===== config.mk =====
export PLATFORM = sky130hd
export DESIGN_NAME = banda_ctrl
export DESIGN_NICKNAME = d
export VERILOG_FILES = /design/src/rtl/banda_pkg.sv /design/src/rtl/banda_valid_chain.sv /design/src/rtl/banda_ctrl.sv
export SDC_FILE = /design/constraint.sdc
export NUM_CORES = 1
export LEC_CHECK = 0
export CORE_ASPECT_RATIO = 0.6
export CORE_UTILIZATION = 51
export DETAILED_ROUTE_END_ITERATION = 8
export GPL_ROUTABILITY_DRIVEN = 0
export HOLD_SLACK_MARGIN = 0.02
export PLACE_DENSITY = 0.89
export SLEW_MARGIN = 20
export SYNTH_ARGS = -nofsm -noshare
export SYNTH_HDL_FRONTEND = slang
export SYNTH_HIERARCHICAL = 1
export SYNTH_SLANG_ARGS = --single-unit
export TNS_END_PERCENT = 50

===== constraint.sdc =====
create_clock -name clk -period 4.67 [get_ports clk]
set_clock_uncertainty 0.15 [all_clocks]
set_input_delay 1.1675 -clock clk [delete_from_list [all_inputs] [get_ports clk]]
set_output_delay 1.1675 -clock clk [all_outputs]
set_load 0.02 [all_outputs]

===== src/rtl/banda_pkg.sv =====
// Shared types and constants for the banda assembly-line sequencer.
// Operand word layout is {a,b,c,d,e}; the datapath computes f = ((a&b)|b) & ~(d&e).
package banda_pkg;

  typedef enum logic [1:0] {
    IDLE  = 2'd0,
    RUN   = 2'd1,
    DRAIN = 2'd2,
    FLUSH = 2'd3
  } state_t;

  localparam int unsigned DEPTH_DEFAULT = 4;
  localparam int unsigned CNT_W_DEFAULT = 16;
  localparam int unsigned WORD_W        = 5;

  localparam int unsigned A_BIT = 4;
  localparam int unsigned B_BIT = 3;
  localparam int unsigned C_BIT = 2;
  localparam int unsigned D_BIT = 1;
  localparam int unsigned E_BIT = 0;

endpackage


===== src/rtl/banda_valid_chain.sv =====
// Per-stage occupancy tracker: a DEPTH-bit valid shift register that moves in
// lock-step with the shared datapath load, plus a population count.
module banda_valid_chain
  import banda_pkg::*;
#(
  parameter int unsigned DEPTH = DEPTH_DEFAULT
) (
  input  logic                           clk,
  input  logic                           clear_n,
  input  logic                           clr,
  input  logic                           advance,
  input  logic                           insert,
  output logic [DEPTH-1:0]               v,
  output logic [DEPTH-1:0]               v_next,
  output logic [$clog2(DEPTH+1)-1:0]     occupancy
);

  localparam int unsigned OCC_W = $clog2(DEPTH + 1);

  logic [OCC_W-1:0] pop;

  always_comb begin
    v_next = v;
    if (clr) begin
      v_next = '0;
    end else if (advance) begin
      v_next = {v[DEPTH-2:0], insert};
    end
  end

  always_ff @(posedge clk) begin
    if (!clear_n) begin
      v <= '0;
    end else begin
      v <= v_next;
    end
  end

  always_comb begin
    pop = '0;
    for (int unsigned i = 0; i < DEPTH; i++) begin
      pop = pop + OCC_W'(v[i]);
    end
    occupancy = pop;
  end

endmodule


===== src/rtl/banda_ctrl.sv =====
// Sequencer for the 4-stage assembly-line datapath: input/output handshakes,
// shared load/clear generation, drain/flush control and debug counters.
module banda_ctrl
  import banda_pkg::*;
#(
  parameter int unsigned DEPTH = DEPTH_DEFAULT,
  parameter int unsigned CNT_W = CNT_W_DEFAULT
) (
  input  logic                       clk,
  input  logic                       clear_n,
  input  logic                       in_valid,
  input  logic [WORD_W-1:0]          in_data,
  output logic                       in_ready,
  output logic                       out_valid,
  output logic                       out_f,
  input  logic                       out_ready,
  input  logic                       drain,
  input  logic                       flush,
  output logic                       drain_done,
  output logic [WORD_W-1:0]          pipe_din,
  output logic                       pipe_load,
  output logic                       pipe_clear,
  input  logic                       pipe_f,
  output logic [$clog2(DEPTH+1)-1:0] occupancy,
  output logic [CNT_W-1:0]           acc_cnt,
  output logic [CNT_W-1:0]           dlv_cnt
);

  state_t           state;
  state_t           state_nxt;
  logic [DEPTH-1:0] v;
  logic [DEPTH-1:0] v_nxt;
  logic             run_ok;
  logic             advance;
  logic             accept;
  logic             deliver;
  logic             done_nxt;

  // A flush request (or reset) freezes the pipe in the same cycle so that no
  // handshake completes; the FLUSH state itself then clears everything.
  always_comb begin
    run_ok     = clear_n & ~flush & (state != FLUSH);
    advance    = run_ok & (~v[DEPTH-1] | out_ready);
    in_ready   = advance & ((state == IDLE) | (state == RUN));
    out_valid  = run_ok & v[DEPTH-1];
    accept     = in_valid & in_ready;
    deliver    = out_valid & out_ready;
    pipe_load  = advance;
    pipe_clear = ~clear_n | (state == FLUSH);
    pipe_din   = in_data;
    out_f      = pipe_f;
  end

  banda_valid_chain #(
    .DEPTH (DEPTH)
  ) u_chain (
    .clk       (clk),
    .clear_n   (clear_n),
    .clr       (state == FLUSH),
    .advance   (advance),
    .insert    (accept),
    .v         (v),
    .v_next    (v_nxt),
    .occupancy (occupancy)
  );

  always_comb begin
    state_nxt = state;
    done_nxt  = 1'b0;
    if (flush) begin
      state_nxt = FLUSH;
    end else begin
      unique case (state)
        IDLE: begin
          if (drain)       state_nxt = DRAIN;
          else if (accept) state_nxt = RUN;
        end
        RUN: begin
          if (drain)             state_nxt = DRAIN;
          else if (v_nxt == '0)  state_nxt = IDLE;
        end
        DRAIN: begin
          if (v == '0) begin
            state_nxt = IDLE;
            done_nxt  = 1'b1;
          end
        end
        FLUSH:   state_nxt = IDLE;
        default: state_nxt = IDLE;
      endcase
    end
  end

  always_ff @(posedge clk) begin
    if (!clear_n) begin
      state      <= IDLE;
      drain_done <= 1'b0;
      acc_cnt    <= '0;
      dlv_cnt    <= '0;
    end else begin
      state      <= state_nxt;
      drain_done <= done_nxt;
      acc_cnt    <= acc_cnt + CNT_W'(accept);
      dlv_cnt    <= dlv_cnt + CNT_W'(deliver);
    end
  end

endmodule


After elaboration in Yosys (flattened, before gate mapping):

Index checks and enable logic that the tools add are counted.

* flip-flop bits (word level): 39
* input bits: 12
* output and inout port bits: 46
* word-level logic and storage cells: 46

* add/sub/neg operators: 5
* equal/unequal tests: 7
* muxes and demuxes: 10
* bitwise operators: 14
* reductions and logical operators: 5

Operators by type and width (count)
* $add 16x1->16: 2
* $mux 2: 6
* $logic_not 4->1: 2
* $mux 4: 2
* $pmux 2 s4: 1
* $and 1x1->1: 7
* $add 3x1->3: 2
* $eq 2x2->1 const B: 2
* $ne 4x3->1 const B: 1
* $ne 4x4->1 const B: 1
* $not 1->1: 4
* $ne 3x3->1 const B: 1
* $or 1x1->1: 3
* $reduce_and 3->1: 1
* $reduce_or 3->1: 1
* $add 1x1->2: 1
* $eq 2x1->1 const B: 1
* $logic_not 2->1: 1
* $ne 2x2->1 const B: 1
* $mux 1: 1

Logic depth before layout (Yosys ltp):

Gate-level depths: netlist of run 1.

* depth after elaboration: 13
* gate-level depth with buffers: 9

Modules after synthesis:

Netlist of run 1, hierarchy kept.

Modules (own cells, without submodules)
* banda_ctrl: times used 1, cells an instance 196, area an instance 1749.2 um2, sequential area each 700.7 um2
* banda_valid_chain: times used 1, cells an instance 26, area an instance 225.2 um2, sequential area each 80.1 um2

Worst setup path after synthesis of run 1:

OpenSTA, ideal clock, no wires.

* path type: input to register
* start: in flush
* end: reg state[0]
* setup time: 119 ps
* arrival time: 3051 ps
* path slack: 1350 ps
* stages: 8
* path buffers: 1
* cells stage by stage: nand2b_1 nor3_1 clkbuf_2 mux2i_1 nor2_1 nor4_1 a211oi_1 o221a_2

* elaborated cells on any way between the ends: 14

RTL lines
* start: declaration: RTL line banda_ctrl.sv:18 `input logic flush,`
* $not 1->1: RTL line banda_ctrl.sv:42 `run_ok = clear_n & ~flush & (state != FLUSH);`
* $and 1x1->1 (2 in series): RTL line banda_ctrl.sv:42
* $and 1x1->1: RTL line banda_ctrl.sv:43 `advance = run_ok & (~v[DEPTH-1] | out_ready);`
* named net pipe_load: RTL line banda_ctrl.sv:21 `output logic pipe_load,`
* $mux 4: RTL line banda_valid_chain.sv:26 `end else if (advance) begin`
* $mux 4: RTL line banda_valid_chain.sv:24 `if (clr) begin`
* named net v_nxt[1]: RTL line banda_ctrl.sv:32 `logic [DEPTH-1:0] v_nxt;`
* $logic_not 4->1: RTL line banda_ctrl.sv:80 `else if (v_nxt == '0) state_nxt = IDLE;`
* $ne 4x3->1 (no source line)
* $reduce_and 3->1 (no source line)
* end signal: assignment: RTL line banda_ctrl.sv:101 `state <= state_nxt;`
* end: declaration: RTL line banda_ctrl.sv:29 `state_t state;`

The timed path passes the listed nets, and every way through them passes these cells.
A chain may end at the register's enable or synchronous reset.

Worst setup path after layout of run 1:

* start: in flush
* end: out pipe_load

* cells in the longest elaborated chain, start to end: 4

Ends and longest elaborated chain (RTL line)
* $not 1->1: banda_ctrl.sv:42
* $and 1x1->1 (2 in series): banda_ctrl.sv:42
* $and 1x1->1: banda_ctrl.sv:43
* end: declaration: banda_ctrl.sv:21

No other way between the ends.

==> out/metrics.yaml, run 1 <==
outcome: "completed"
post_cts_buffers: 0
synthFlopType: "dfxtp_1"
syn_area_per_cell_um2: 8.89
clkSinkCount: 39
ys.warnings.count: 6
cts-buffers-inserted: 5
p_leak_nw: 0.921
drv_slew: 0
timing.final.crit_share_pct: 86.8
ys_seq_area_share_pct: 39.5
netlist_area_um2: 1970
critPathRequiredTime_ns: 3.35
syn_nets: 242
clk_pin_slew_worst_paths_ns: 0.07
first_pass_iters: 4
insertion_delay_ns: 0.29
fmax_mhz: 247
fin_crit_ns: 4.06
post_cts_resize_count: 0
ys_ff_latch: 39
grt_max_degree: 27
globalRouteTotalUtil_pct: 23.0
detail-route-antenna-nets: 0
path_cells: "clkdlybuf4s50_1, nand2b_1, nor3_1, clkdlybuf4s50_1"
wl_per_cell_um: 13.7
cts-htree-levels: 2
ys_top_cells_by_area: "dfxtp_1 40%, mux2i_1 6.1%, ha_1 4.4%"
viasPerCell: 5.67
cp_top_family: "buffers and inverters"
rows: 17
final_common_cell: "clkdlybuf4s50_1"
cts.hold.buffers_added: 0
critPathKind: "in -> out"
synth_edf_count: 0
cts_buffer_depth: 2
setup_viol: 0
grt_pass1_wl_um: 6980
layout_common_cells: "45 x clkdlybuf4s50_1, 39 x dfxtp_1, 18 x nand2_1, 15 x nor2_1, 14 x inv_1"
grt_setup_unrepaired: "no"
cap_violations: 0
crit_path_top_delay_cell: "clkdlybuf4s50_1"
peakVddDrop_v: 0.000174
critPathCaptureType: "output port"
drt_first_iter_violations: 78
ios: 58
arrival_ns: 2.74
dieArea_um2: 4130
final-seq-area_um2: 781
hold_class: "reg -> reg"
antenna_found_initial: 0
synth_top_area_cell: "dfxtp_1"
netlist_instances: 222
nets: 283
cts-root-buf: "clkbuf_8"
max_stage_delay_ns: 0.64
yosys.area.top_type_share_pct: 39.5
multi_input_area_um2: 1050
grt_overflow: 0
critPathLaunchType: "input pin"
wirelength_um: 4250
cts_tree: "built"
async_reset_ff_share_pct: 0
pwr_density_cell_nw_per_um2: 238
ys_types: 38
antenna_cells: 0
drc: 0
setup-tns-final_ns: 0
cp_common_cell: "clkdlybuf4s50_1"
tightest_slew_ns: 0.660
drive_above_1_share_pct: 6.84
num_vias: 1757
core_area_um2: 3680
hold_viol_final: 0
slew_headroom_pct: 55.9
dieWidth_um: 82.3
portBuffers: 45
synthToLayoutAreaGrowth_pct: 26.9
crit_buf_inv: 2
die_h_um: 50.2
n_fill_cell: 287
post-dp-hpwl_um: 3060
cp_max_fo: 5
fin_util_pct: 68.1
start_util_pct: 53.7
grt_pass1_vias: 1527
==> kinds of logic (layout without fill, tap and decap cells) <==
| logic type | count (synthesis) | after routing | share of synthesized area (%) |
|---|---|---|---|
| AO/OA/AOI/OAI | 31 | 31 | 9.76 |
| XOR/XNOR | 6 | 6 | 2.66 |
| adder cells (fa/ha/maj) | 8 | 8 | 5.45 |
| buffers and inverters | 28 | 69 | 7.10 |
| multiplexers | 12 | 12 | 6.08 |
| AND/OR/NAND/NOR | 98 | 98 | 29.4 |
| flip-flops | 39 | 39 | 39.5 |
==> state kept, by name, summed over array words and instances, names as in the netlist <==
name        flops
acc_cnt        16
dlv_cnt        16
drain_done      1
state           2
u_chain/v       4
==> final timing paths <==
check                           slack, ns     endpoint  depth (start not counted)    startpoint
worst min-delay path                 0.35  acc_cnt[14]                          2   acc_cnt[14]
worst max-delay path                 0.61    pipe_load                          4         flush
worst max register to register       2.22  acc_cnt[10]                          8  u_chain/v[3]
worst min register to register       0.35  acc_cnt[14]                          2   acc_cnt[14]
==> power by group <==
group	switching (mW)	internal, mW	leakage (nW)
logic	0.0185	0.0158	0.560
clock network	0.111	0.116	0.0470
registers	0.00227	0.335	0.315
==> per-layer routing <==
metal	share of wire [%]	vias to the layer above	global-route usage, %
met3	5.2	6	6.36
met5	0	-	0
met1	52	830	31.6
met2	41	48	33.5
met4	1.5	0	9.65
li1	-	873	-
==> cells in the mapped netlist (all sizes together), types with 2 or more instances <==
library cell and number:
nor4 10, inv 14, buf 10, clkbuf 4, nor2b 2, a21oi 13, nand3 9, or3 6
o31ai 7, nor3 2, xor2 4, dfxtp 39, nand4 9, nor2 15, nand2 18, mux2i 12
o21ai 6, and2 5, ha 7, nand2b 10, or4 8, xnor2 2
==> stage by stage <==
| stage | total power [mW] | cells | cell area, um^2 | setup slack (ns) | hold slack, ns |
|---|---|---|---|---|---|
| floorplan | 0.371 | 222 | 1970 | 1.35 | 0.307 |
| global placement | 0.378 | 303 | 2420 | 0.647 | 0.321 |
| detailed placement | 0.378 | 303 | 2420 | 0.612 | 0.338 |
| CTS | 0.603 | 310 | 2510 | 0.612 | 0.348 |
| global route | 0.621 | 310 | 2510 | 0.554 | 0.366 |
| finish | 0.597 | 310 | 2510 | 0.615 | 0.346 |
==> cell type report <==
cell class	instances	share of cell area (%)
Sequential cell	39	31.2
Timing Repair Buffer	48	18.9
Tap cell	47	2.35
Clock buffer	6	3.30
Inverter	14	2.10
Multi-Input combinational cell	155	42.0
Clock inverter	1	0.200
==> worst reg2reg max path, stage by stage, from the launching register on <==
cell and delay [ns]:
dfxtp_1 0.35, nor2b_1 0.17, nor4b_1 0.31, buf_4 0.18, ha_1 0.16, ha_1 0.21
nand2_1 0.19, or4_1 0.54, a21oi_1 0.14
Power figures use the tool's default switching activity.
==> inputs of run 2 (changes only) <==
- ABC_AREA: default -> 1
- PLACE_DENSITY: 0.89 -> 0.88
==> run 2 against run 1 <==
  * Critical path depth rose by 3
  * Sequential share of layout area fell by 1.9 points
  * The run now ends with design-rule violations left
  * Global-route usage grew 1.9 points
  * Non-clock buffer count decreased by 2
  * Largest power group unchanged
  * Worst hold slack lost 0.028 ns
  * Via count is 13% higher
  * First-iteration DRC count up 96%
  * Sequential cell count unchanged
  * Count of clock-buffer cells in the layout unchanged
  * Area after synthesis up 5.0%
  * Synthesized cell count is 32% higher
  * Highest routed layer unchanged
==> out/metrics.yaml, run 2 <==
p_leak_nw: 1.16  # was 0.921 nW
post_cts_resize_count: 0  # unchanged
finalNonFillerCells: 386  # was 310
reg_top3: "acc_cnt (16), dlv_cnt (16), u_chain/v (4)"  # unchanged
yosys.area.top_type_share_pct: 37.7  # was 39.5%
grt_setup_unrepaired: "no"  # unchanged
fin_util_pct: 70.4  # was 68.1%
cts-htree-levels: 2  # unchanged
cts.hold.buffers_added: 0  # unchanged
peakVddDrop_v: 0.000219  # was 0.000174 V
num_vias: 1989  # was 1,757
first_pass_iters: 8  # was 4
grt_max_degree: 23  # was 27
cp_max_fo: 6  # was 5
fin_crit_ns: 4.21  # was 4.06 ns
outcome: "complete, but fails checks"  # was completed
globalRouteTotalUtil_pct: 24.8  # was 23.0%
netlist_area_um2: 2070  # was 1970 um^2
final_common_cell: "nand2_1"  # was clkdlybuf4s50_1
final-seq-area_um2: 781  # unchanged
wl_per_cell_um: 12.4  # was 13.7 um
timing.final.crit_share_pct: 90.1  # was 86.8%
fmax_mhz: 238  # was 247 MHz
dieWidth_um: 84.3  # was 82.3 um
cts-buffers-inserted: 5  # unchanged
detail-route-antenna-nets: 0  # unchanged
clkSinkCount: 39  # unchanged
path_cells: "clkdlybuf4s50_1, inv_1, nand2_1, nor2_1, nand2_1, inv_1, clkdlybuf4s50_1"  # was clkdlybuf4s50_1, nand2b_1, nor3_1, clkdlybuf4s50_1
critPathLaunchType: "input pin"  # unchanged
antenna_cells: 0  # unchanged
syn_area_per_cell_um2: 7.05  # was 8.89 um^2
syn_nets: 314  # was 242
critPathKind: "in -> out"  # unchanged
netlist_top_cells_count: "58 x nand2_1, 54 x inv_1, 39 x dfxtp_1"  # was 39 x dfxtp_1, 18 x nand2_1, 15 x nor2_1
start_util_pct: 54.8  # was 53.7%
drc: 1  # was 0
synth_most_common_cell: "nand2_1"  # was dfxtp_1
drv_slew: 0  # unchanged
setup_viol: 0  # unchanged
ys_types: 30  # was 38
post-dp-hpwl_um: 3550  # was 3060 um
die_h_um: 51.4  # was 50.2 um
dieArea_um2: 4330  # was 4130 um^2
pwr_density_cell_nw_per_um2: 281  # was 238 nW/um^2
crit_path_top_delay_cell: "clkdlybuf4s50_1"  # unchanged
timing.hold.ws_ns: 0.318  # was 0.346 ns
cap_violations: 0  # unchanged
p_total_uw: 748  # was 597 uW
ys_top_cells_by_area: "dfxtp_1 38%, nand2_1 11%, inv_1 9.8%"  # was dfxtp_1 40%, mux2i_1 6.1%, ha_1 4.4%
drt_first_iter_violations: 153  # was 78
ys_ff_latch: 39  # unchanged
crit_buf_inv: 4  # was 2
ios: 58  # unchanged
max_stage_delay_ns: 0.64  # about the same
post_cts_buffers: 0  # unchanged
insertion_delay_ns: 0.30  # was 0.29 ns
nets: 358  # was 283
setup-tns-final_ns: 0  # unchanged
async_reset_ff_share_pct: 0  # unchanged
multi_input_area_um2: 1020  # was 1050 um^2
grt_overflow: 0  # unchanged
hold_viol_final: 0  # unchanged
synth_top_area_cell: "dfxtp_1"  # unchanged
clk_pin_slew_worst_paths_ns: 0.07  # about the same
placed_cell_area_um2: 2530  # was 2420 um^2
synthFlopType: "dfxtp_1"  # unchanged
arrival_ns: 2.89  # was 2.74 ns
layout_common_cells: "58 x nand2_1, 54 x inv_1, 45 x clkdlybuf4s50_1, 39 x dfxtp_1, 32 x nor2_1"  # was 45 x clkdlybuf4s50_1, 39 x dfxtp_1, 18 x nand2_1, 15 x nor2_1, 14 x inv_1
core_area_um2: 3790  # was 3680 um^2
rows: 17  # unchanged
synth_edf_count: 0  # unchanged
cts-root-buf: "clkbuf_8"  # unchanged
cp_top_family: "buffers and inverters"  # unchanged
slew_headroom_pct: 66.0  # was 55.9%
viasPerCell: 5.15  # was 5.67
violations: "design-rule violations"
n_fill_cell: 319  # was 287
hold_class: "reg -> reg"  # unchanged
grt_pass1_wl_um: 8180  # was 6980 um
ys.warnings.count: 6  # unchanged
ys_seq_area_share_pct: 37.7  # was 39.5%
portBuffers: 45  # unchanged
critPathRequiredTime_ns: 3.35  # about the same
synthToLayoutAreaGrowth_pct: 28.5  # was 26.9%
cts_tree: "built"  # unchanged
drive_above_1_share_pct: 9.44  # was 6.84%
wirelength_um: 4770  # was 4250 um
grt_pass1_vias: 1811  # was 1,527
fin_area_um2: 2670  # was 2510 um^2
antenna_found_initial: 0  # unchanged
tightest_slew_ns: 0.510  # was 0.660 ns
pre_cts_slack_ns: 0.472  # was 0.612 ns
cts_buffer_depth: 2  # unchanged
place_inst: 378  # was 303
critPathCaptureType: "output port"  # unchanged
setup_ws_ns: 0.464  # was 0.615 ns
netlist_instances: 294  # was 222
## run 2: where the power goes
group          internal (mW)  switching, mW  total, mW
Combinational         0.0293         0.0452     0.0744
Clock                  0.213          0.118      0.332
Sequential             0.337        0.00476      0.342
Total                  0.580          0.168      0.748
## run 2: cell families after synthesis
kind of cell	Yosys count	share of synthesized area, %
flops	39	37.7
buf+inv	65	13.0
simple gates	143	33.8
xor+xnor	2	0.845
compound gates	37	9.54
fa+ha+maj	8	5.19
## run 2: tightest hold or removal path: stages, from the launching register on
cell and delay [ns]:
dfxtp_1 0.33, inv_1 0.05, a21oi_1 0.05
## run 2: per-layer routing
layer  routed length (um)  vias to the layer above  GRT usage, %  part of all wire, %
met4                  106                        0          11.2                  2.2
met5                    0                        -             0                    0
met1                 2340                      881          32.8                   49
met3                  339                       14          6.95                  7.1
met2                 1990                       85          38.1                   42
li1                     -                     1009             -                    -
## run 2: final timing paths
kind,startpoint,to,slack (ns),depth (start not counted)
worst max-delay path,flush,pipe_load,0.46,7
worst min-delay path,acc_cnt[13],acc_cnt[13],0.32,2
worst max register to register,state[0],acc_cnt[12],2.13,14
worst min register to register,acc_cnt[13],acc_cnt[13],0.32,2
## run 2: final cells by class
class,count,area share [%]
multi-input cells,190,38.4
flip-flops and latches,39,29.3
repair buffers,46,17.2
inverters,56,7.93
clock buffers,6,2.72
clock inverters,2,2.25
well taps,47,2.21
